### src/rtl/serial_adder.sv
// serial_adder: bit-serial WIDTH-bit adder built from one full-adder slice
// whose carry path is closed through a carry flip-flop. Operands are captured
// on start, the sum is produced LSB first over WIDTH cycles, then presented as
// a registered parallel word together with a one-cycle done pulse.
// Optional feature macro: SERIAL_ADDER_SUB_EN adds the sub input (a - b).

// Single-bit full adder slice.
module full_adder (
  input  logic a,
  input  logic b,
  input  logic ci,
  output logic s,
  output logic co
);

  assign s  = a ^ b ^ ci;
  assign co = (a & b) | (ci & (a ^ b));

endmodule

module serial_adder #(
  parameter int unsigned WIDTH = 8
) (
  input  logic             clk,
  input  logic             rst_n,
  input  logic             start,
  input  logic [WIDTH-1:0] a,
  input  logic [WIDTH-1:0] b,
  input  logic             cin,
`ifdef SERIAL_ADDER_SUB_EN
  input  logic             sub,
`endif
  output logic             busy,
  output logic             done,
  output logic [WIDTH-1:0] sum,
  output logic             cout
);

  localparam int unsigned CW = (WIDTH > 1) ? $clog2(WIDTH) : 1;
  localparam logic [CW-1:0] LAST_BIT = CW'(WIDTH - 1);

  typedef enum logic {
    IDLE = 1'b0,
    RUN  = 1'b1
  } state_t;

  state_t            state_q, state_d;
  logic [WIDTH-1:0]  a_sr_q, a_sr_d;
  logic [WIDTH-1:0]  b_sr_q, b_sr_d;
  // The bit entering at the LSB end of a full-width sum shifter would be
  // shifted out unread on the final edge, so only the upper WIDTH-1 sum bits
  // are stored; the final slice output supplies the MSB of the result.
  logic [WIDTH-2:0]  s_sr_q, s_sr_d;
  logic              carry_q, carry_d;
  logic [CW-1:0]     cnt_q, cnt_d;
  logic [WIDTH-1:0]  sum_q, sum_d;
  logic              cout_q, cout_d;
  logic              done_q, done_d;

  logic              fa_s;
  logic              fa_c;
  logic [WIDTH-1:0]  b_load;
  logic              carry_load;

  full_adder u_fa (
    .a  (a_sr_q[0]),
    .b  (b_sr_q[0]),
    .ci (carry_q),
    .s  (fa_s),
    .co (fa_c)
  );

  // Operand-B and carry values loaded on start (two's-complement for subtract).
`ifdef SERIAL_ADDER_SUB_EN
  always_comb begin
    b_load     = sub ? ~b : b;
    carry_load = sub ? 1'b1 : cin;
  end
`else
  always_comb begin
    b_load     = b;
    carry_load = cin;
  end
`endif

  // Next-state logic: capture in IDLE, one slice step per cycle in RUN.
  always_comb begin
    state_d = state_q;
    a_sr_d  = a_sr_q;
    b_sr_d  = b_sr_q;
    s_sr_d  = s_sr_q;
    carry_d = carry_q;
    cnt_d   = cnt_q;
    sum_d   = sum_q;
    cout_d  = cout_q;
    done_d  = 1'b0;

    case (state_q)
      IDLE: begin
        if (start) begin
          a_sr_d  = a;
          b_sr_d  = b_load;
          carry_d = carry_load;
          cnt_d   = '0;
          state_d = RUN;
        end
      end
      RUN: begin
        if (WIDTH > 2) begin
          s_sr_d = {fa_s, s_sr_q[WIDTH-2:1]};
        end else begin
          s_sr_d = fa_s;
        end
        carry_d = fa_c;
        a_sr_d  = a_sr_q >> 1;
        b_sr_d  = b_sr_q >> 1;
        cnt_d   = cnt_q + CW'(1);
        if (cnt_q == LAST_BIT) begin
          sum_d   = {fa_s, s_sr_q};
          cout_d  = fa_c;
          done_d  = 1'b1;
          state_d = IDLE;
        end
      end
      default: state_d = IDLE;
    endcase
  end

  // State and datapath registers, cleared asynchronously by rst_n.
  always_ff @(posedge clk or negedge rst_n) begin
    if (!rst_n) begin
      state_q <= IDLE;
      a_sr_q  <= '0;
      b_sr_q  <= '0;
      s_sr_q  <= '0;
      carry_q <= 1'b0;
      cnt_q   <= '0;
      sum_q   <= '0;
      cout_q  <= 1'b0;
      done_q  <= 1'b0;
    end else begin
      state_q <= state_d;
      a_sr_q  <= a_sr_d;
      b_sr_q  <= b_sr_d;
      s_sr_q  <= s_sr_d;
      carry_q <= carry_d;
      cnt_q   <= cnt_d;
      sum_q   <= sum_d;
      cout_q  <= cout_d;
      done_q  <= done_d;
    end
  end

  assign busy = (state_q == RUN);
  assign done = done_q;
  assign sum  = sum_q;
  assign cout = cout_q;

endmodule

### config.mk
export PLATFORM = sky130hd
export DESIGN_NAME = serial_adder
export DESIGN_NICKNAME = d
export VERILOG_FILES = /design/src/rtl/serial_adder.sv
export SDC_FILE = /design/constraint.sdc
export NUM_CORES = 1
export LEC_CHECK = 0
export ABC_CLOCK_PERIOD_IN_PS = 1800
export BUFFER_PORTS_ARGS = -buffer_cell sky130_fd_sc_hd__buf_2
export CORE_MARGIN = 4
export CORE_UTILIZATION = 40
export CTS_BUF_LIST = sky130_fd_sc_hd__clkbuf_2 sky130_fd_sc_hd__clkbuf_4 sky130_fd_sc_hd__clkbuf_8
export DETAILED_ROUTE_END_ITERATION = 8
export HOLD_SLACK_MARGIN = 0.08
export PLACE_DENSITY_LB_ADDON = 0.05
export SYNTH_ARGS = -nofsm -noshare
export SYNTH_HDL_FRONTEND = slang
export SYNTH_HIERARCHICAL = 1
export SYNTH_SLANG_ARGS = --single-unit
### constraint.sdc
create_clock -name clk -period 1.8 [get_ports clk]
set_clock_uncertainty 0.15 [all_clocks]
set_input_delay 0.54 -clock clk [delete_from_list [all_inputs] [get_ports clk]]
set_output_delay 0.54 -clock clk [all_outputs]
set_load 0.02 [all_outputs]
After elaboration in Yosys (flattened, before gate mapping)
Index checks and enable logic that the tools add are counted.

Register bits: 38. Bits of input ports: 20. Output and inout bits: 11. Word-level logic and storage cells: 32.

$add $sub $neg: 1. Equal/unequal tests: 2. Mux-type cells: 13. Bitwise operators: 6. Reduce and logical (&&, ||, !) cells: 1.

Operator list (number): one-hot mux 8 bit (2 select lines) (2); two-way mux 8 bit (2); one-hot mux 3 bit (2 select lines) (1); two-way mux 1 bit (5); one-hot mux 1 bit (2 select lines) (2); adder 3 x 1 -> 3 bit, second input constant (1); equality test 3 bit, second input constant (1); two-way mux 3 bit (1); bitwise AND 1 bit (2); inequality test 2 bit, second input constant (1); AND reduction 2 bit (1); XOR 1 bit (2); NOT 1 bit (1); bitwise OR 1 bit (1).

Logic depth before layout (Yosys ltp)
Word-level depth: 4. Gate-level depth with buffers: 4. Depth with buffers taken out: 4.

Modules after synthesis
Netlist, hierarchy kept.

Modules (own cells, without submodules): serial_adder (times used 1, cells an instance 121, area an instance 1645.3 um^2, sequential area each 950.9 um^2); full_adder (times used 1, cells an instance 1, area an instance 20.0 um^2, sequential area each 0.0 um^2).

Worst setup path after synthesis
OpenSTA, ideal clock, no wires.

Path kind: reg2reg. From: register cnt_q[0]. To: register cout_q (netlist: cout). Library setup time: 0.125 ns. Arrival time: 1.244 ns. Required time: 1.525 ns. Setup slack: 0.281 ns. Cell stages (with the launch flop): 5. Path buffers: 0. Period minus slack after synthesis: 1.519 ns. Cell sequence: dfrtp_1 ha_1 ha_1 nand2_8 mux2_4.

Cells in the longest elaborated chain, start to end: 2.

Ends and longest elaborated chain: from (decl) (RTL line 55) `logic [CW-1:0] cnt_q, cnt_d;`; from (signal assigned) (RTL line 147) `cnt_q <= cnt_d;`; equality test 3 bit (RTL line 118) `if (cnt_q == LAST_BIT) begin`; AND reduction 2 bit (no line); to (signal assigned) (RTL line 149) `cout_q <= cout_d;`; to (decl) (RTL line 57) `logic cout_q, cout_d;`.

No other way between the ends. A chain may end at the register's enable or synchronous reset.

Final worst setup path
From: register cnt_q[0]. To: register sum_q[7] (netlist: sum[7]).

Cells in the longest elaborated chain, start to end: 2.

Ends and longest elaborated chain: equality test 3 bit (RTL line 118); AND reduction 2 bit (no line); to (signal assigned) (RTL line 148) `sum_q <= sum_d;`; to (decl) (RTL line 56) `logic [WIDTH-1:0] sum_q, sum_d;`.

No other way between the ends.

==> key figures <==
Synth
  • Synth top area share: 57.10%
  • Syn Area/Cell: about 14 um^2
  • Dominant register cell in the synthesized netlist: dfrtp_1
  • Area leader, netlist: dfrtp_1
  • Post-synthesis mux area share: 24.94%
  • Synth top area cells: dfrtp_1 57%, mux2i_1 11%, mux2_4 11%, o21ai_0 4.5%, nand2_1 3.4%
  • Netlist cell types: 16
  • Top-count cell post-synth: dfrtp_1
  • Post-synth EDFFs: 0
  • Area share of xor/xnor cells in the synthesized design: 0%
  • Synth Area in Compound Gates: 5.560%
  • Syn_nets: 145
  • Seq/Total Area, Yosys: 57.10%
  • Ys async rst share: 100.0%
  • Yosys reg bits: 38
  • Post-synthesis simple-gate area fraction: 5.635%
  • Ys Warns: 6
  • Main combinational cell family by area after synthesis: multiplexers
  • Synth Area in Adders: about 2.7%
  • Cell count after synthesis: 122
  • Commonest cells post-synth: 38 x dfrtp_1, 19 x mux2i_1, 15 x nand2_1, 15 x o21ai_0, 12 x mux2_4
  • Synth Cell Area: 1665 um^2

Timing
  • Slew headroom: between 80% and 90%
  • RSZ-0062 raised after global routing: false
  • Worst-margin pin slew: ~0.28 ns
  • Fin Setup TNS: 0 ns
  • Minimum clock period: 1.580 ns
  • Max-slew violation count: 0
  • Finish-stage setup viols: 0
  • Final hold viol count: 0
  • Max frequency: between 600 and 700 MHz
  • Tcrit/Tclk final: between 80% and 90%

Routing
  • Starting DRC count in detailed routing: 36
  • Wire per inst: 13.07 um
  • Post-route ant nets: 0
  • Number of remaining DRC errors: 0
  • Total vias in the final route: ~1000
  • WL final: 2718 um
  • Drt first pass iters: 2
  • Post-DR vias/cell: 4.750

Cells and area
  • Layout area overhead: 19.68%
  • # fillers: approximately 380
  • Ant diodes: 0
  • Share of cells above drive strength 1: 37.34%
  • Final Net Count: 180

Critical path
  • CP required: 1.82 ns
  • Worst setup SP type: register
  • CP Capture Type: register
  • CP arrival: 1.60 ns
  • Setup crit start: cnt_q[0]$_DFFE_PN0P_
  • Critical path type: reg -> reg
  • R2r startpoint: cnt_q[0]$_DFFE_PN0P_
  • CP max FO: 10

Worst hold path
  • Hold Path Class: reg -> reg
  • Min-delay src: b_sr_q[2]$_DFFE_PN0P_

Outcome
  • Status: complete, no violations

Clocking
  • Clock buffer depth: 2
  • Post_cts resized: 0
  • TritonCTS buffer count: 5
  • Clk Latency, worst-skew pair: 0.29 ns
  • Worst-path clk slew: approximately 0.070 ns
  • # clock sinks: 38
  • H-tree depth: 2
  • Clock Tree Root: clkbuf_8
  • CTS tree: yes
  • Post-CTS Setup Bufs: 0

Global routing
  • Initial antenna violation count: 0
  • Gr ovfl total: 0
  • Vias in the first global route: 1087
  • Largest net degree at the start of global routing: 39
  • All-Layer GR Usage: 12.23%
  • First-pass GRT wire length: 4843 um

Place
  • GPL Wtd Cong: 0.6688
  • Port Buffers: 30
  • Final HPWL DP: 1870 um

Die
  • Row cnt: 23
  • Core Region: 4000 um^2
  • Initial core utilization: 41.63%
  • Die Y: about 73 um
  • Io pins: 31
  • Chip Width: 72.53 um
  • Die area: between 5000 and 6000 um^2

Power and ir drop
  • Pwr/cell area: between 1500 and 2000 nW/um^2
  • Pleak: about 1.0 nW
  • Max VDD drop: 0.0004930 V
  • Tot Pwr: approximately 3.3 mW

Run
  • Max_cap viols: 0
-- power breakdown --
part	internal (mW)	total (mW)	switching, mW	leakage, nW
logic	0.641	1.23	0.590	0.501
clock network	0.386	0.667	0.281	0.0575
registers	1.22	1.43	0.211	0.488
total	2.25	3.33	1.08	1.05
-- layer usage --
metal / global-route usage (%) / wire, um
met5: 0 / 0
met4: 6.148 / 63
met3: 5.540 / 181
met2: 18.54 / 1256
met1: 14.63 / 1217
-- layout make-up --
type	count	area, um^2	share of cell area [%]
sequential	38	950.9	47.71
multi-input combinational	75	646.9	32.45
timing repair buffer	35	215.2	10.80
clock buffer	8	110.1	5.524
tap	50	62.56	3.139
inverter	2	7.507	0.3766
-- cells by family (layout without fill, tap and decap cells) --
logic type                 Yosys count  after routing
DFF                                 38             38
AOI/OAI and AO/OA                   17             17
and+or+nand+nor                     20             20
buffers and inverters                9             45
adders and majority gates            3              3
muxes                               35             35
-- path summary, 6_finish.rpt --
check,to,slack (ns),cells after the start
max,sum[7]$_DFFE_PN0P_,0.22,4
min in group asynchronous,cout$_DFFE_PN0P_,0.60,3
min,b_sr_q[1]$_DFFE_PN0P_,0.34,2
max reg2reg,sum[7]$_DFFE_PN0P_,0.22,4
max in group asynchronous,s_sr_q[6]$_DFFE_PN0P_,0.72,3
min reg2reg,b_sr_q[1]$_DFFE_PN0P_,0.34,2
-- flip-flops by register name (all words and copies together) (netlist names), 3 cells and up --
| name | cells |
|---|---|
| sum | 8 |
| b_sr_q | 8 |
| cnt_q | 3 |
| a_sr_q | 8 |
| s_sr_q | 7 |
-- what timing repair did --
action                     CTS  global route
hold endpoints to repair    38             0
hold buffers                 1             0
setup endpoints to repair    0             0
-- critical path, stage by stage (launching register included) --
cell and delay, ns:
dfrtp_1 0.40, ha_1 0.20, ha_1 0.25, nand2_8 0.15, mux2_4 0.31
-- metrics by stage --
step	hold WS (ns)	util [%]	instance area, um^2	setup WS, ns	cells
after detailed placement	0.3201	46.83	1873	0.2191	199
after floorplan	0.09441	-	1665	0.2812	122
final	0.3357	49.83	1993	0.2197	208
after global placement	0.3144	46.83	1873	0.2506	199
after CTS	0.3363	49.83	1993	0.2124	208
after global routing	0.3500	49.83	1993	0.1629	208
-- layout by cell type (no fill, tap or decap), drive strengths merged --
cell type    count
nand2b           1
mux2            16
ha               2
fa               1
inv              2
mux2i           19
dfrtp           38
clkbuf           8
buf             34
a22o             2
dlygate4sd3      1
nand2           16
o21ai           15
nor2             3
No activity file was read; power rests on OpenSTA's default activity.
